**src/rtl/mult_share_arbiter_pkg.sv**
```systemverilog
// Shared defaults for the multiplier-sharing arbiter.
// MULT_LAT is the external multiplier's input-register plus output-register delay.
package mult_share_arbiter_pkg;
    localparam int DEF_DATA_WIDTH = 32;
    localparam int DEF_NUM_REQ    = 4;
    localparam int DEF_RSP_DEPTH  = 4;
    localparam int MULT_LAT       = 2;
endpackage

```
**src/rtl/mult_share_arbiter_rr_grant.sv**
```systemverilog
// rr_grant: one-hot round-robin grant, search starts at ptr_i. Purely combinational.
// No backpressure of its own; the caller masks req_i when it cannot accept.
module rr_grant #(
    parameter int N = 4
) (
    input  logic [N-1:0]         req_i,
    input  logic [$clog2(N)-1:0] ptr_i,
    output logic [N-1:0]         gnt_o
);
    localparam int PW = $clog2(N);
    localparam int SW = PW + 1;

    logic [SW-1:0] sum;
    logic [PW-1:0] idx;
    logic          found;

    always_comb begin
        gnt_o = '0;
        found = 1'b0;
        sum   = '0;
        idx   = '0;
        for (int k = 0; k < N; k++) begin
            // Wrap explicitly so non-power-of-two N stays in range.
            sum = {1'b0, ptr_i} + SW'(k);
            if (sum >= SW'(N)) begin
                sum = sum - SW'(N);
            end
            idx = sum[PW-1:0];
            if (!found && req_i[idx]) begin
                gnt_o[idx] = 1'b1;
                found      = 1'b1;
            end
        end
    end
endmodule

```
**src/rtl/mult_share_arbiter.sv**
```systemverilog
// mult_share_arbiter: round-robin share of one external registered multiplier; issue->rsp_valid 3 cycles.
// req_ready held low while in-flight + buffered results fill the response FIFO; MULT_ARB_STATS_EN adds op_count.
module mult_share_arbiter
    import mult_share_arbiter_pkg::*;
#(
    parameter int DATA_WIDTH = DEF_DATA_WIDTH,
    parameter int NUM_REQ    = DEF_NUM_REQ,
    parameter int RSP_DEPTH  = DEF_RSP_DEPTH
) (
    input  logic                            clk,
    input  logic                            rst,
    input  logic [NUM_REQ-1:0]              req_valid,
    output logic [NUM_REQ-1:0]              req_ready,
    input  logic [NUM_REQ*DATA_WIDTH-1:0]   req_a,
    input  logic [NUM_REQ*DATA_WIDTH-1:0]   req_b,
    output logic                            rsp_valid,
    input  logic                            rsp_ready,
    output logic [$clog2(NUM_REQ)-1:0]      rsp_id,
    output logic [2*DATA_WIDTH-1:0]         rsp_result,
    output logic                            mult_enable,
    output logic [DATA_WIDTH-1:0]           mult_a,
    output logic [DATA_WIDTH-1:0]           mult_b,
    input  logic [2*DATA_WIDTH-1:0]         mult_result,
    output logic                            busy,
    output logic [15:0]                     op_count
);
    localparam int ID_W  = $clog2(NUM_REQ);
    localparam int PTR_W = $clog2(RSP_DEPTH);
    localparam int CNT_W = PTR_W + 1;
    localparam int OCC_W = CNT_W + 1;

    typedef struct packed {
        logic [ID_W-1:0]         id;
        logic [2*DATA_WIDTH-1:0] res;
    } rsp_t;

    logic [ID_W-1:0]     ptr_q, ptr_d;
    logic [MULT_LAT-1:0] pvld_q;
    logic [ID_W-1:0]     pid_q [MULT_LAT];
    rsp_t                fifo_q [RSP_DEPTH];
    logic [PTR_W-1:0]    wr_ptr_q, rd_ptr_q;
    logic [CNT_W-1:0]    cnt_q, cnt_d;
    logic [OCC_W-1:0]    occ;
    logic                can_issue, issue, push, pop;
    logic [NUM_REQ-1:0]  gnt;
    logic [ID_W-1:0]     gnt_id;
    rsp_t                push_ent;

    // Occupancy counts results already committed to the pipeline, so the FIFO can never overflow.
    always_comb begin
        occ = {1'b0, cnt_q};
        for (int s = 0; s < MULT_LAT; s++) begin
            occ = occ + OCC_W'(pvld_q[s]);
        end
        can_issue = !rst && (occ < OCC_W'(RSP_DEPTH));
    end

    rr_grant #(.N(NUM_REQ)) u_rr_grant (
        .req_i (req_valid & {NUM_REQ{can_issue}}),
        .ptr_i (ptr_q),
        .gnt_o (gnt)
    );

    always_comb begin
        issue  = |gnt;
        gnt_id = '0;
        mult_a = '0;
        mult_b = '0;
        for (int i = 0; i < NUM_REQ; i++) begin
            if (gnt[i]) begin
                gnt_id = ID_W'(i);
                mult_a = req_a[i*DATA_WIDTH +: DATA_WIDTH];
                mult_b = req_b[i*DATA_WIDTH +: DATA_WIDTH];
            end
        end
        ptr_d = ptr_q;
        if (issue) begin
            ptr_d = (gnt_id == ID_W'(NUM_REQ-1)) ? '0 : gnt_id + 1'b1;
        end
    end

    assign req_ready   = gnt;
    assign mult_enable = issue | (|pvld_q);
    assign push        = pvld_q[MULT_LAT-1];
    assign rsp_valid   = (cnt_q != '0);
    assign pop         = rsp_valid & rsp_ready;
    assign rsp_id      = fifo_q[rd_ptr_q].id;
    assign rsp_result  = fifo_q[rd_ptr_q].res;
    assign busy        = (|pvld_q) | rsp_valid;
    assign push_ent    = '{id: pid_q[MULT_LAT-1], res: mult_result};

    always_comb begin
        cnt_d = cnt_q;
        case ({push, pop})
            2'b10:   cnt_d = cnt_q + 1'b1;
            2'b01:   cnt_d = cnt_q - 1'b1;
            default: cnt_d = cnt_q;
        endcase
    end

    always_ff @(posedge clk or posedge rst) begin
        if (rst) begin
            ptr_q    <= '0;
            pvld_q   <= '0;
            wr_ptr_q <= '0;
            rd_ptr_q <= '0;
            cnt_q    <= '0;
            for (int s = 0; s < MULT_LAT; s++) begin
                pid_q[s] <= '0;
            end
        end else begin
            ptr_q    <= ptr_d;
            pvld_q   <= {pvld_q[MULT_LAT-2:0], issue};
            pid_q[0] <= gnt_id;
            for (int s = 1; s < MULT_LAT; s++) begin
                pid_q[s] <= pid_q[s-1];
            end
            if (push) begin
                wr_ptr_q <= wr_ptr_q + 1'b1;
            end
            if (pop) begin
                rd_ptr_q <= rd_ptr_q + 1'b1;
            end
            cnt_q <= cnt_d;
        end
    end

    // Storage needs no reset: validity is carried entirely by cnt_q.
    always_ff @(posedge clk) begin
        if (push) begin
            fifo_q[wr_ptr_q] <= push_ent;
        end
    end

`ifdef MULT_ARB_STATS_EN
    logic [15:0] op_cnt_q;

    always_ff @(posedge clk or posedge rst) begin
        if (rst) begin
            op_cnt_q <= '0;
        end else if (pop && (op_cnt_q != 16'hFFFF)) begin
            op_cnt_q <= op_cnt_q + 16'd1;
        end
    end

    assign op_count = op_cnt_q;
`else
    assign op_count = '0;
`endif
endmodule

```
**config.mk**
```make
export PLATFORM = sky130hd
export DESIGN_NAME = mult_share_arbiter
export DESIGN_NICKNAME = d
export VERILOG_FILES = /design/src/rtl/mult_share_arbiter_pkg.sv /design/src/rtl/mult_share_arbiter_rr_grant.sv /design/src/rtl/mult_share_arbiter.sv
export SDC_FILE = /design/constraint.sdc
export NUM_CORES = 1
export LEC_CHECK = 0
export BUFFER_PORTS_ARGS = -buffer_cell sky130_fd_sc_hd__buf_2
export CAP_MARGIN = 25
export CORE_UTILIZATION = 30
export DETAILED_ROUTE_END_ITERATION = 8
export PLACE_DENSITY = 0.55
export REMOVE_ABC_BUFFERS = 1
export SYNTH_ARGS = -nofsm -noshare
export SYNTH_HDL_FRONTEND = slang
export SYNTH_SLANG_ARGS = --single-unit
export TNS_END_PERCENT = 10
```
**constraint.sdc**
```tcl
create_clock -name clk -period 4.7 [get_ports clk]
set_input_delay 0.94 -clock clk [delete_from_list [all_inputs] [get_ports clk]]
set_output_delay 0.94 -clock clk [all_outputs]
set_load 0.005 [all_outputs]
```
# Word level (Yosys, flattened, before mapping)
# Memories as Yosys holds them, arrays and structs flattened.
# Cells that the tools add are included.
[totals]
wordCells = 103
output_inout_bits = 153
mem_count = 1
regBits = 15
inputBits = 327
mem_bits_rw = 264
[op_classes]
n_mux = 42
n_reduce_logical = 16
eq_ne = 3
order_cmp = 13
bitwise_logic = 7
n_addsub = 14
[mem_list]
columns = ["memory", "words", "word_bits", "rd", "rd_ports_with_merged_regs", "write_ports", "line_no", "rtl"]
rows = [
  ["fifo_q", 4, 66, 1, 0, 1, "mult_share_arbiter.sv:40", "rsp_t fifo_q [RSP_DEPTH];"],
]
[ops]
columns = ["operator", "count"]
rows = [
  ["2-to-1 mux 32 bit", 8],
  ["2-to-1 mux 4 bit", 4],
  ["2-to-1 mux 1 bit", 14],
  ["2-to-1 mux 2 bit", 7],
  ["less-than comparator 2 x 3 -> 1 bit (second input constant)", 4],
  ["bitwise OR 4 bit", 3],
  [">= comparator 3 bit (second input constant)", 3],
  ["binary-select mux 1 bit (select 2 bit)", 4],
  ["demux 1 bit (select 2 bit)", 4],
  [">= comparator 2 x 1 -> 1 bit (second input constant)", 4],
  ["logical AND 1 bit", 8],
  ["subtractor 2 x 1 -> 2 bit (second input constant)", 4],
  ["adder 2 x 1 -> 2 bit (second input constant)", 3],
  ["adder 2 x 2 -> 3 bit (second input constant)", 2],
  ["case mux 3 bit (2 select lines)", 1],
  ["adder 3 x 1 -> 4 bit", 1],
  ["adder 4 x 1 -> 4 bit", 1],
  ["bitwise AND 4 bit", 1],
  ["equality test 2 bit (second input constant)", 2],
  ["zero test 1 bit", 4],
  ["less-than comparator 4 x 3 -> 1 bit (second input constant)", 1],
  ["OR reduction 4 bit", 1],
  ["adder 2 x 1 -> 3 bit (second input constant)", 1],
  ["adder 3 x 1 -> 3 bit (second input constant)", 1],
  ["other kinds (8)", 9],
]

# Logic depth before layout (Yosys ltp)
# Gate-level depths: netlist of the first run.
[depth]
depth_word = 22
mapped_depth = 13
depth_no_buf = 9

# By module
# A second synthesis of the first run with hierarchy kept.
[hier_totals]
hier_cells = 750
area_unflattened_um2 = 12346.8
[modules_own_cells]
columns = ["mod", "seq_area_each_um2", "instances", "area_each_um2", "cells_per_inst"]
rows = [
  ["mult_share_arbiter", 8303.0, 1, 12044.1, 720],
  ["rr_grant", 0.0, 1, 302.8, 30],
]

# Worst setup path after synthesis of the first run
# OpenSTA, ideal clock, no wires.
[synth_timing]
kind = "flip-flop to output port"
startpoint = "register ptr_q[0]"
endpoint = "output mult_a[22]"
arrival_time_ps = 2761
n_path_buf = 4
required_ps = 3760
stages_incl_launch_ff = 13
setup_slack_ps = 999
cell_sequence = "dfrtp_1 -> buf_2 -> inv_1 -> ha_1 -> buf_6 -> mux4_2 -> nor2b_1 -> a22o_1 -> a211o_1 -> buf_4 -> buf_6 -> o21ai_0 -> a31oi_1"
[synth_via]
elab_chain_cells = 18
word_cells_on_any_way = 63
classes_between = "7 x add/sub; 12 x order compare; 31 x mux; 3 x bitwise; 10 x reduce/logical"
[synth_rtl]
columns = ["item", "line_no", "rtl"]
rows = [
  ["from (decl)", "mult_share_arbiter.sv:37", "logic [ID_W-1:0] ptr_q, ptr_d;"],
  ["from (signal assigned)", "mult_share_arbiter.sv:112", "ptr_q <= ptr_d;"],
  ["branches (longest 13 deep; another with adder 2 x 1 -> 3 bit)", "--", ""],
  ["2-to-1 mux 4 bit (*)", "mult_share_arbiter_rr_grant.sv:29", "if (!found && req_i[idx]) begin"],
  ["2-to-1 mux 32 bit (3 in a row)", "mult_share_arbiter.sv:70", "if (gnt[i]) begin"],
  ["2-to-1 mux 32 bit (*)", "mult_share_arbiter.sv:70", ""],
  ["to (decl)", "mult_share_arbiter.sv:21", "output logic [DATA_WIDTH-1:0] mult_a,"],
]
# Every way passes the cells marked *. The select of a mux whose other input is x is not followed.

# Final worst setup path of the first run
[layout_timing]
startpoint = "register ptr_q[0]"
endpoint = "output mult_b[25]"
[layout_via]
elab_chain_cells = 18
word_cells_on_any_way = 63
classes_between = "7 x add/sub; 12 x order compare; 31 x mux; 3 x bitwise; 10 x reduce/logical"
[layout_rtl]
columns = ["item", "line_no", "rtl"]
rows = [
  ["branches (longest 13 deep; another with adder 2 x 1 -> 3 bit)", "--", ""],
  ["2-to-1 mux 4 bit (*)", "mult_share_arbiter_rr_grant.sv:29", ""],
  ["2-to-1 mux 32 bit (3 in a row)", "mult_share_arbiter.sv:70", ""],
  ["2-to-1 mux 32 bit (*)", "mult_share_arbiter.sv:70", ""],
  ["to (decl)", "mult_share_arbiter.sv:22", "output logic [DATA_WIDTH-1:0] mult_b,"],
]
# Marked as above.

==> results of run 1 <==
-- timing repair --
action,4_1_cts,5_1_grt
buffers inserted,0,3
pin swaps,0,2
endpoints found under the hold margin,0,0
gates resized for setup,4,7
setup endpoints to repair,52,39
gates cloned,0,3
-- synth_stat cells, types with 2 or more instances --
cell type and n:
and3_1 2, dfrtp_1 15, clkbuf_1 35, mux2i_1 3, buf_4 22, nor2b_1 3, nor3_1 65, mux4_2 68
edfxtp_1 264, nand2_1 12, a21oi_1 2, a211o_1 4, a31oi_1 129, nor3b_1 3, buf_2 34, ha_1 12
xnor2_1 2, nand4_1 66, xor2_1 4, nor2_1 2, inv_1 78, a22o_1 2, o21ai_0 59, and2_1 5
nand3_1 67, buf_1 11, o21ai_1 9, buf_6 18, and4_1 2
-- worst max-delay path, delay by kind of cell, from the launching register on --
kind	cells	cell delay, ns
DFF	1	0.34
and+or+nand+nor	2	0.25
AOI/OAI and AO/OA	3	0.78
muxes	1	0.54
buffers and inverters	4	0.73
adders and majority gates	1	0.34
-- worst max path at each step --
stage	depth (start not counted)	end	slack, ns	start
floorplan	7	mult_a[0]	-2.90	pvld_q[1]
global placement	9	mult_b[28]	0.30	req_valid[3]
detailed placement	9	mult_b[28]	0.23	req_valid[2]
CTS	10	mult_b[28]	0.001	ptr_q[1]
global route	10	mult_b[28]	0.02	ptr_q[0]
finish	11	mult_b[25]	0.20	ptr_q[0]
-- final cells by class --
type	count	area (µm²)
multi-input cells	559	4550
fillers	4381	27200
well taps	592	741
inverters	79	297
clock buffers	31	691
diodes	15	37.5
repair buffers	508	2790
flip-flops and latches	279	8310
clock inverters	19	135
-- cells in the final DEF (no fill, tap or decap), types with 6 or more instances in the layout --
| cell | count |
|---|---|
| a31oi_1 | 127 |
| buf_12 | 9 |
| buf_2 | 463 |
| buf_4 | 35 |
| clkbuf_16 | 28 |
| clkinv_2 | 6 |
| conb_1 | 16 |
| dfrtp_1 | 12 |
| diode_2 | 15 |
| edfxtp_1 | 264 |
| ha_1 | 11 |
| inv_1 | 78 |
| mux4_2 | 68 |
| nand2_1 | 12 |
| nand3_1 | 67 |
| nand4_1 | 66 |
| nor3_1 | 65 |
| o21ai_0 | 58 |
| o21ai_1 | 10 |
-- per-stage QoR --
stage	cell area (µm²)	hold slack, ns
after floorplan	13100	0.331
after global placement	16600	0.337
after detailed placement	16600	0.343
after CTS	17400	0.356
after global routing	17500	0.363
final	17500	0.351
-- logic make-up (layout without fill, tap and decap cells) --
group / count (synthesis) / count (layout) / synth area share
compound gates: 219 / 221 / 0.0989
xor+xnor: 6 / 6 / 0.00383
fa+ha+maj: 13 / 13 / 0.0124
buf+inv: 199 / 637 / 0.0734
flops: 279 / 279 / 0.605
mux: 71 / 71 / 0.114
other cells: 1 / 31 / 0.000273
simple gates: 232 / 232 / 0.0923
-- where the power goes --
part           switching [µW]  leakage, µW  internal (µW)  total (µW)
Combinational            2840      0.00379           2010        4850
Clock                     899     0.000397           1120        2010
Sequential                221      0.00258           3090        3310
-- flip-flops by register name, indices dropped and copies added, names as in the netlist --
register and flops:
wr_ptr_q 2, pvld_q 2, pid_q 4, fifo_q 264
cnt_q 3, ptr_q 2, rd_ptr_q 2
-- layer usage --
metal | share of wire | global-route usage
met3 | 0.072 | 0.0399
met5 | 0.00027 | 0
met4 | 0.048 | 0.0986
met1 | 0.37 | 0.224
met2 | 0.51 | 0.342
==> metrics.csv, run 1 <==
stage,metric,value,unit
outcome,outcome,"finished, final reports clean",
worst_setup_path,rrSetupSlack,1.80,ns
hold_path,hp-start,pid_q[2],
clock_tree,cts_made_buffers,27,
global_routing,grt_pass1_vias,11400,
global_routing,grt_max_degree,72,
yosys,synth_edf_count,264,
yosys,syn_area_per_cell,13.5,µm²
power_and_ir_drop,total_power,10200,µW
clock_tree,htreeDepth,1,
timing,rsz0062_at_grt,false,
worst_setup_path,crit_arrival,3.56,ns
clock_tree,holdBufCountCts,0,
floorplan,fp.dieH,216,µm
placed_design,numPortBuffers,463,
worst_setup_path,crit_path_max_fanout,32,
detailed_routing,drtPass1Iterations,5,
floorplan,ioPinCount,480,
clock_tree,cts-root-buf,clkbuf_16,
detailed_routing,drt-wirelength-per-cell,23.0,µm
hold_path,hold_class,flip-flop to flip-flop,
worst_setup_path,crit_slowest_cell,mux4_2,
yosys,ys_warn_count,0,
cells_and_area,nets,1794,
yosys,ys.flop_type,edfxtp_1,
clock_tree,cts_tree,yes,
power_and_ir_drop,vdd_ir_drop_max,0.000335,V
yosys,ys_seq_area_frac,0.605,
clock_tree,clockBufferDepth,3,
floorplan,core_area,0.0447,mm²
timing,finalClockSkew,0.0184,ns
yosys,yosys-top-cells-area,"edfxtp_1 58%, mux4_2 11%, a31oi_1 5.9%",
power_and_ir_drop,leakage,0.00677,µW
timing,fin_tns_setup,0,ns
global_routing,grt_use_total,0.195,
cells_and_area,area_growth_syn_to_layout,27.9,%
timing,drv_slew,0,
detailed_routing,postRouteAntennaNets,0,
yosys,ys_ff_latch,279,
floorplan,dieWidth,216,µm
cells_and_area,utilization,0.392,
yosys,yosysTopAreaCell,edfxtp_1,
global_routing,antenna_found_initial,16,
power_and_ir_drop,power.density,580,mW/mm²
global_routing,grt_pass1_wl,69.2,mm
worst_setup_path,rr_worst_depth,10,
run,drv_cap,0,
detailed_routing,totalWireLength,47.9,mm
yosys,synthCells,1020,
timing,hold_violations,0,
placed_design,dp_hpwl,32.6,mm
global_routing,grt_overflow,0,
floorplan,initial_core_util,0.307,
placed_design,dp_worst_setup_slack,0.233,ns
worst_setup_path,crit_chain,"inv_1, ha_4, mux4_2, nor2b_1, a22o_2, a211oi_4, buf_4, buf_12, nor3_1, a31oi_1, buf_2",
clock_tree,clkTransAtPathRegs,0.06,ns
timing,finalCritPeriodShare,0.957,
placed_design,gp_congestion,0.896,
clock_tree,cts.sinks,279,
detailed_routing,drc,0,
worst_setup_path,crit_type,flip-flop to output port,
hold_path,whs_endpoint,pid_q[0],
worst_setup_path,cp-start-kind,flip-flop,
timing,min_period,4.50,ns
hold_path,hold_depth,0,
clock_tree,clk_latency,0.54,ns
timing,setup_viol,0,
worst_setup_path,rr_startpoint,ptr_q[0],
floorplan,num_rows,77,
worst_setup_path,cp-end-kind,output port,
detailed_routing,via_count,11000,
cells_and_area,stdcell_count,2082,
floorplan,dieArea,0.0466,mm²
detailed_routing,drt_iter0_markers,704,
timing,worst_slew_pin_slew,0.922,ns
worst_setup_path,r2r-end,ptr_q[0],
worst_setup_path,crit_path_max_incr_delay,0.54,ns
cells_and_area,drive_above_1_share,0.436,
yosys,synth_top_area_frac,0.578,
yosys,syn_area,0.0137,mm²
placed_design,placedCellCount,2011,
yosys,ys_async_sr_fraction,0.0538,
worst_setup_path,required,3.76,ns
timing,relSlewSlack,0.385,
timing,fmax,0.222,GHz
yosys,ys_types,51,
timing,finalWorstSetupSlack,0.203,ns
detailed_routing,viasPerCell,5.30,
No activity file was read; power rests on OpenSTA's default activity.
==> run 2, diff against run 1 <==
--- a/config.mk
+++ b/config.mk
@@ -7,6 +7,7 @@
 export LEC_CHECK = 0
 export BUFFER_PORTS_ARGS = -buffer_cell sky130_fd_sc_hd__buf_2
 export CAP_MARGIN = 25
+export CORE_MARGIN = 3
 export CORE_UTILIZATION = 30
 export DETAILED_ROUTE_END_ITERATION = 8
 export PLACE_DENSITY = 0.55
==> metrics.csv, run 2 (synthesis gave the netlist of run 1 again) <==
stage,metric,value,unit,change
timing,worst_slew_pin_slew,0.850,ns,-0.0725 ns
hold_path,hold_class,flip-flop to flip-flop,,
worst_setup_path,crit_path_max_fanout,14,,-56%
placed_design,placed_cell_area,0.0165,mm²,-0.22%
placed_design,dp_hpwl,34.0,mm,+4.2%
run,drv_cap,0,,unchanged
clock_tree,clk_latency,0.53,ns,about the same
cells_and_area,final_cell_mix,"463 x buf_2, 264 x edfxtp_1, 128 x a31oi_1",,
worst_setup_path,crit_path_max_incr_delay,0.54,ns,about the same
worst_setup_path,rrSetupSlack,1.84,ns,+0.04 ns
detailed_routing,postRouteAntennaNets,0,,unchanged
hold_path,hold_depth,0,,unchanged
placed_design,numPortBuffers,463,,unchanged
clock_tree,cts.sinks,279,,unchanged
floorplan,ioPinCount,480,,unchanged
hold_path,whs_endpoint,pid_q[0],,
clock_tree,cts_tree,yes,,
clock_tree,cts-root-buf,clkbuf_16,,
cells_and_area,final_common_cell,buf_2,,
timing,finalClockSkew,0.00915,ns,-0.00929 ns
timing,min_period,4.54,ns,+0.0477 ns
worst_setup_path,rr_worst_depth,10,,unchanged
clock_tree,clkTransAtPathRegs,0.06,ns,about the same
cells_and_area,drive_above_1_share,0.433,,-0.00319
detailed_routing,via_count,11000,,-0.063%
floorplan,initial_core_util,0.307,,unchanged
detailed_routing,drc,0,,unchanged
timing,drv_slew,0,,unchanged
timing,rsz0062_at_grt,false,,
worst_setup_path,r2r-end,ptr_q[0],,
floorplan,fp.dieH,220,µm,+1.9%
cells_and_area,largest_register_ffs,264,,unchanged
floorplan,dieArea,0.0483,mm²,+3.7%
global_routing,grt_overflow,0,,unchanged
floorplan,dieWidth,220,µm,+1.9%
global_routing,grt_max_degree,68,,-5.6%
detailed_routing,drtPass1Iterations,5,,unchanged
timing,fmax,0.220,GHz,-1.0%
timing,relSlewSlack,0.434,,+0.0483
global_routing,grt_use_total,0.193,,-0.00136
clock_tree,cts_made_buffers,28,,+3.7%
worst_setup_path,cp-start-kind,flip-flop,,
clock_tree,clockBufferDepth,3,,unchanged
timing,hold_violations,0,,unchanged
worst_setup_path,crit_type,flip-flop to output port,,
global_routing,antenna_found_initial,8,,-8
clock_tree,holdBufCountCts,0,,unchanged
power_and_ir_drop,power.density,589,mW/mm²,+1.5%
worst_setup_path,path_buf_inv,3,,-1
worst_setup_path,rr_startpoint,ptr_q[0],,
power_and_ir_drop,leakage,0.00681,µW,+0.64%
cells_and_area,nets,1791,,-0.17%
cells_and_area,utilization,0.394,,+0.00157
cells_and_area,top_regs,"fifo_q x264, pid_q x4, cnt_q x3",,
global_routing,grt_pass1_wl,70.5,mm,+1.9%
floorplan,num_rows,77,,unchanged
worst_setup_path,crit_slowest_cell,mux4_2,,
worst_setup_path,cp-end-kind,output port,,
timing,finalCritPeriodShare,0.967,,+0.0101
worst_setup_path,required,3.76,ns,about the same
worst_setup_path,crit_arrival,3.60,ns,+0.04 ns
hold_path,hp-start,pid_q[2],,
timing,holdWs,0.347,ns,-0.00433 ns
cells_and_area,largest_register,fifo_q,,
timing,setup_viol,0,,unchanged
detailed_routing,viasPerCell,5.33,,+0.56%
clock_tree,htreeDepth,1,,unchanged
detailed_routing,drt_iter0_markers,793,,+13%
detailed_routing,drt-wirelength-per-cell,23.7,µm,+2.8%
placed_design,gp_congestion,0.951,,+6.1%
cells_and_area,area_growth_syn_to_layout,28.4,%,
detailed_routing,totalWireLength,49.0,mm,+2.2%
floorplan,core_area,0.0447,mm²,unchanged
power_and_ir_drop,vdd_ir_drop_max,0.000316,V,-5.8%
outcome,outcome,"finished, final reports clean",,
cells_and_area,design_area,0.0176,mm²,+0.40%
worst_setup_path,crit_family,compound AO/OA/AOI/OAI gates,,
worst_setup_path,crit_chain,"inv_1, ha_4, mux4_2, nor2b_1, a22o_1, a211o_2, buf_4, o21ai_0, a31oi_1, buf_2",,
global_routing,grt_pass1_vias,11500,,+0.73%
run 2: cell types whose count changed in the layout (fill, tap and decap cells not counted), moves of 2 or more:
cell and change:
clkinvlp_4 -3, clkinv_2 -2, bufbuf_16 +2, buf_4 -7
diode_2 -10, a31o_4 +2, clkbuf_1 +2, clkinv_4 +2
run 2: metal layers:
| layer | part of all wire | global-route usage |
|---|---|---|
| met1 | 0.36 | 0.217 |
| met4 | 0.049 | 0.0949 |
| met3 | 0.085 | 0.0474 |
| met2 | 0.51 | 0.343 |
| met5 | 0 | 0 |
run 2: how the worst max path moves through the flow:
stage / slack, ns / to / cells after the start / from
2_1_floorplan: -2.90 / mult_a[0] / 7 / pvld_q[1]
3_3_place_gp: 0.20 / mult_b[13] / 10 / req_valid[0]
3_5_place_dp: 0.20 / mult_b[13] / 10 / req_valid[0]
4_1_cts: 0.06 / mult_a[20] / 10 / ptr_q[0]
5_1_grt: 0.05 / mult_b[28] / 11 / ptr_q[0]
6_report: 0.16 / mult_a[13] / 10 / ptr_q[0]
run 2: final cells by class:
class / instances / area, µm²
diodes: 5 / 12.5
clock buffers: 35 / 748
clock inverters: 16 / 146
fillers: 4366 / 27100
inverters: 79 / 299
multi-input cells: 559 / 4550
flip-flops and latches: 279 / 8310
well taps: 592 / 741
repair buffers: 504 / 2800
run 2: power breakdown:
part	switching [µW]	internal, µW
clock network	905	1240
registers	249	3090
logic	2820	2060
total	3980	6400
run 2: through the flow:
step / cells / TNS [ns] / total power [µW] / setup WS, ns
after CTS: 2061 / 0 / 10500 / 0.0558
after global routing: 2069 / 0 / 11000 / 0.0532
after floorplan: 915 / -197.77 / 5820 / -2.90
final: 2069 / 0 / 10400 / 0.155
after global placement: 2003 / 0 / 8040 / 0.205
after detailed placement: 2003 / 0 / 8030 / 0.197
run 2: repair_timing:
action	CTS	global route
setup buffers	4	2
endpoints found under the hold margin	0	0
endpoints found under the setup margin	61	51
gates cloned	3	1
pin swaps	1	2
resized for setup	7	2
==> run 3, diff against run 2 <==
--- a/config.mk
+++ b/config.mk
@@ -5,6 +5,7 @@
 export SDC_FILE = /design/constraint.sdc
 export NUM_CORES = 1
 export LEC_CHECK = 0
+export ABC_AREA = 1
 export BUFFER_PORTS_ARGS = -buffer_cell sky130_fd_sc_hd__buf_2
 export CAP_MARGIN = 25
 export CORE_MARGIN = 3
==> metrics.csv, run 3 <==
stage,metric,value,unit,change
global_routing,grt_use_total,0.179,,-0.0141
worst_setup_path,rr_worst_depth,16,,+6
floorplan,dieWidth,221,µm,+0.37%
worst_setup_path,crit_type,flip-flop to output port,,
outcome,outcome,"finished, final reports clean",,
floorplan,initial_core_util,0.304,,-0.00295
hold_path,whs_endpoint,pid_q[1],,
detailed_routing,drc,0,,unchanged
global_routing,grt_pass1_wl,67.4,mm,-4.5%
timing,finalClockSkew,0.0220,ns,+0.0129 ns
clock_tree,htreeDepth,1,,unchanged
yosys,yosysMostFrequentCell,nand2_1,,
worst_setup_path,rrSetupSlack,1.88,ns,+0.04 ns
cells_and_area,fill_cells,4626,,+6.0%
cells_and_area,multiInputGateArea,0.00467,mm²,+2.6%
clock_tree,holdBufCountCts,0,,unchanged
power_and_ir_drop,total_power,13100,µW,+26%
yosys,ys_types,29,,-43%
timing,min_period,4.43,ns,-0.116 ns
power_and_ir_drop,pwr-share-clk,0.165,,-0.042
cells_and_area,nets,2261,,+26%
yosys,ys_seq_area_frac,0.601,,-0.00455
floorplan,fp.dieH,221,µm,+0.37%
global_routing,grt_overflow,0,,unchanged
cells_and_area,top_regs,"fifo_q x264, pid_q x4, cnt_q x3",,
global_routing,grt_max_degree,89,,+31%
power_and_ir_drop,combPwrFrac,0.559,,+0.088
yosys,ys_ff_latch,279,,unchanged
floorplan,ioPinCount,480,,unchanged
cells_and_area,register_area,0.00831,mm²,about the same
yosys,yosysTopAreaCell,edfxtp_1,,
yosys,syn_area_per_cell,9.26,µm²,-31%
worst_setup_path,required,3.76,ns,about the same
worst_setup_path,crit_path_max_fanout,38,,+24
worst_setup_path,crit_arrival,3.49,ns,-0.11 ns
clock_tree,clk_latency,0.55,ns,+0.02 ns
timing,finalCritPeriodShare,0.942,,-0.0246
clock_tree,cts.sinks,279,,unchanged
timing,rsz0062_at_grt,false,,
power_and_ir_drop,leakage,0.00817,µW,+20%
clock_tree,clkTransAtPathRegs,0.07,ns,about the same
yosys,ys_warn_count,0,,unchanged
placed_design,numPortBuffers,463,,unchanged
global_routing,grt_pass1_vias,11800,,+2.7%
clock_tree,cts_tree,yes,,
yosys,ys_async_sr_fraction,0.0538,,unchanged
timing,finalWorstSetupSlack,0.271,ns,+0.116 ns
cells_and_area,largest_register,fifo_q,,
power_and_ir_drop,p_seq_frac,0.276,,-0.046
detailed_routing,totalWireLength,46.8,mm,-4.4%
detailed_routing,drt_iter0_markers,601,,-24%
placed_design,placedCellCount,2485,,+24%
cells_and_area,stdcell_count,2558,,+24%
placed_design,gp_congestion,0.967,,+1.7%
timing,drv_slew,0,,unchanged
cells_and_area,largest_register_ffs,264,,unchanged
detailed_routing,drt-wirelength-per-cell,18.3,µm,-23%
hold_path,hold_depth,0,,unchanged
global_routing,antenna_found_initial,14,,+6
power_and_ir_drop,netSwitchingFraction,0.450,,+0.0664
worst_setup_path,r2r-end,ptr_q[1],,
timing,relSlewSlack,0.373,,-0.0608
floorplan,core_area,0.0455,mm²,+1.7%
yosys,synth_edf_count,264,,unchanged
power_and_ir_drop,power.internal,7220,µW,+13%
cells_and_area,design_area,0.0177,mm²,+0.67%
cells_and_area,final_cell_mix,"463 x buf_2, 417 x nand2_1, 264 x edfxtp_1",,
hold_path,hold_class,flip-flop to flip-flop,,
detailed_routing,via_count,12100,,+9.9%
detailed_routing,viasPerCell,4.74,,-11%
floorplan,dieArea,0.0487,mm²,+0.73%
detailed_routing,drtPass1Iterations,5,,unchanged
placed_design,dp_hpwl,32.6,mm,-4.0%
cells_and_area,drive_above_1_share,0.292,,-0.141
placed_design,dp_worst_setup_slack,0.407,ns,+0.210 ns
yosys,yosys-top-cells-area,"edfxtp_1 57%, nand2_1 11%, nor2_1 5.5%",,
yosys,ys.flop_type,edfxtp_1,,
yosys,synth_common_cells,"417 x nand2_1, 264 x edfxtp_1, 201 x nor2_1",,
run,drv_cap,0,,unchanged
timing,hold_violations,0,,unchanged
timing,setup_viol,0,,unchanged
clock_tree,cts-root-buf,clkbuf_16,,
power_and_ir_drop,vdd_ir_drop_max,0.000436,V,+38%
floorplan,num_rows,78,,+1.3%
power_and_ir_drop,power.density,740,mW/mm²,+26%
yosys,synthCells,1493,,+46%
worst_setup_path,rr_startpoint,pvld_q[1],,
clock_tree,cts_made_buffers,29,,+3.6%
yosys,synth_top_area_frac,0.573,,-0.00434
worst_setup_path,cp-start-kind,flip-flop,,
worst_setup_path,cp-end-kind,output port,,
clock_tree,clockBufferDepth,3,,unchanged
yosys,syn_area,0.0138,mm²,+0.76%
power_and_ir_drop,power.switching,5900,µW,+48%
timing,fmax,0.226,GHz,+2.6%
cells_and_area,area_growth_syn_to_layout,28.3,%,about the same
detailed_routing,postRouteAntennaNets,0,,unchanged
cells_and_area,final_common_cell,buf_2,,
placed_design,placed_cell_area,0.0166,mm²,+0.65%
timing,worst_slew_pin_slew,0.939,ns,+0.0898 ns
hold_path,hp-start,pid_q[3],,
[run 3: cell types whose count changed in the layout (fill, tap and decap cells not counted), moves of 65 or more]
cell	change
nand2_1	+405
a31oi_1	-128
nor2_1	+199
nor3_1	-65
mux4_2	-68
o22ai_1	+65
o21ai_0	+78
[run 3: worst max-delay path by stage]
stage	start	end	slack (ns)
floorplan	rd_ptr_q[0]	rsp_id[0]	-0.81
global placement	rst	mult_a[1]	0.47
detailed placement	rst	mult_a[1]	0.41
CTS	pvld_q[1]	mult_b[27]	0.007
global route	pvld_q[1]	mult_b[28]	0.03
finish	pvld_q[1]	mult_b[21]	0.27
[run 3: cells by family after synthesis]
group / count (synthesis) / share of synthesized area
xor gates and xnor gates: 4 / 0.00253
AOI/OAI and AO/OA: 268 / 0.103
other: 1 / 0.000271
adders and majority gates: 13 / 0.0123
DFF: 279 / 0.601
and+or+nand+nor: 723 / 0.211
buffers and inverters: 205 / 0.0704
[run 3: metrics by stage]
step / utilization / hold slack [ns] / setup TNS, ns
floorplan: - / 0.331 / -83.47
global placement: 0.366 / 0.337 / 0
detailed placement: 0.366 / 0.336 / 0
CTS: 0.386 / 0.351 / 0
global route: 0.390 / 0.367 / 0
finish: 0.390 / 0.353 / 0
[run 3: worst max-delay path, stage by stage (launching register included)]
cell     delay [ns]
dfrtp_2        0.48
ha_1           0.31
nand2_1        0.07
nand2_1        0.06
nand2_2        0.13
nand4_1        0.12
nand2_1        0.13
nand2_1        0.07
nand2_2        0.14
nor2_2         0.08
nand3_1        0.14
nand3_4        0.20
buf_12         0.23
inv_2          0.10
buf_6          0.24
nand2_1        0.08
nand2_1        0.16
buf_2          0.16
[run 3: power by group through the flow]
stage / registers (µW) / logic (µW) / clock network [µW]
after floorplan: 3720 / 3700 / 0
after global placement: 3660 / 7190 / 0
final: 3620 / 7340 / 2160
after CTS: 3620 / 7230 / 2230
after global routing: 3680 / 8260 / 2320
after detailed placement: 3670 / 7200 / 0
[run 3: layout make-up]
| class | instances | area share |
|---|---|---|
| Sequential cell | 279 | 0.469 |
| Multi-Input combinational cell | 1025 | 0.263 |
| Timing Repair Buffer | 497 | 0.153 |
| Tap cell | 600 | 0.0423 |
| Clock buffer | 35 | 0.0422 |
| Inverter | 89 | 0.0193 |
| Clock inverter | 19 | 0.00889 |
| Antenna cell | 14 | 0.00198 |
[run 3: layer usage]
metal / share of wire / global-route usage / vias up
met5: 0.00028 / 0 / -
met4: 0.037 / 0.0740 / 2
met3: 0.074 / 0.0357 / 91
met2: 0.51 / 0.320 / 460
met1: 0.38 / 0.210 / 5684
li1: - / - / 5888
[run 3: what timing repair did]
item / in CTS / in global routing
pin swaps: 0 / 1
cloned: 0 / 2
setup endpoints to repair: 2 / 64
resized for setup: 1 / 15
setup buffers: 0 / 3
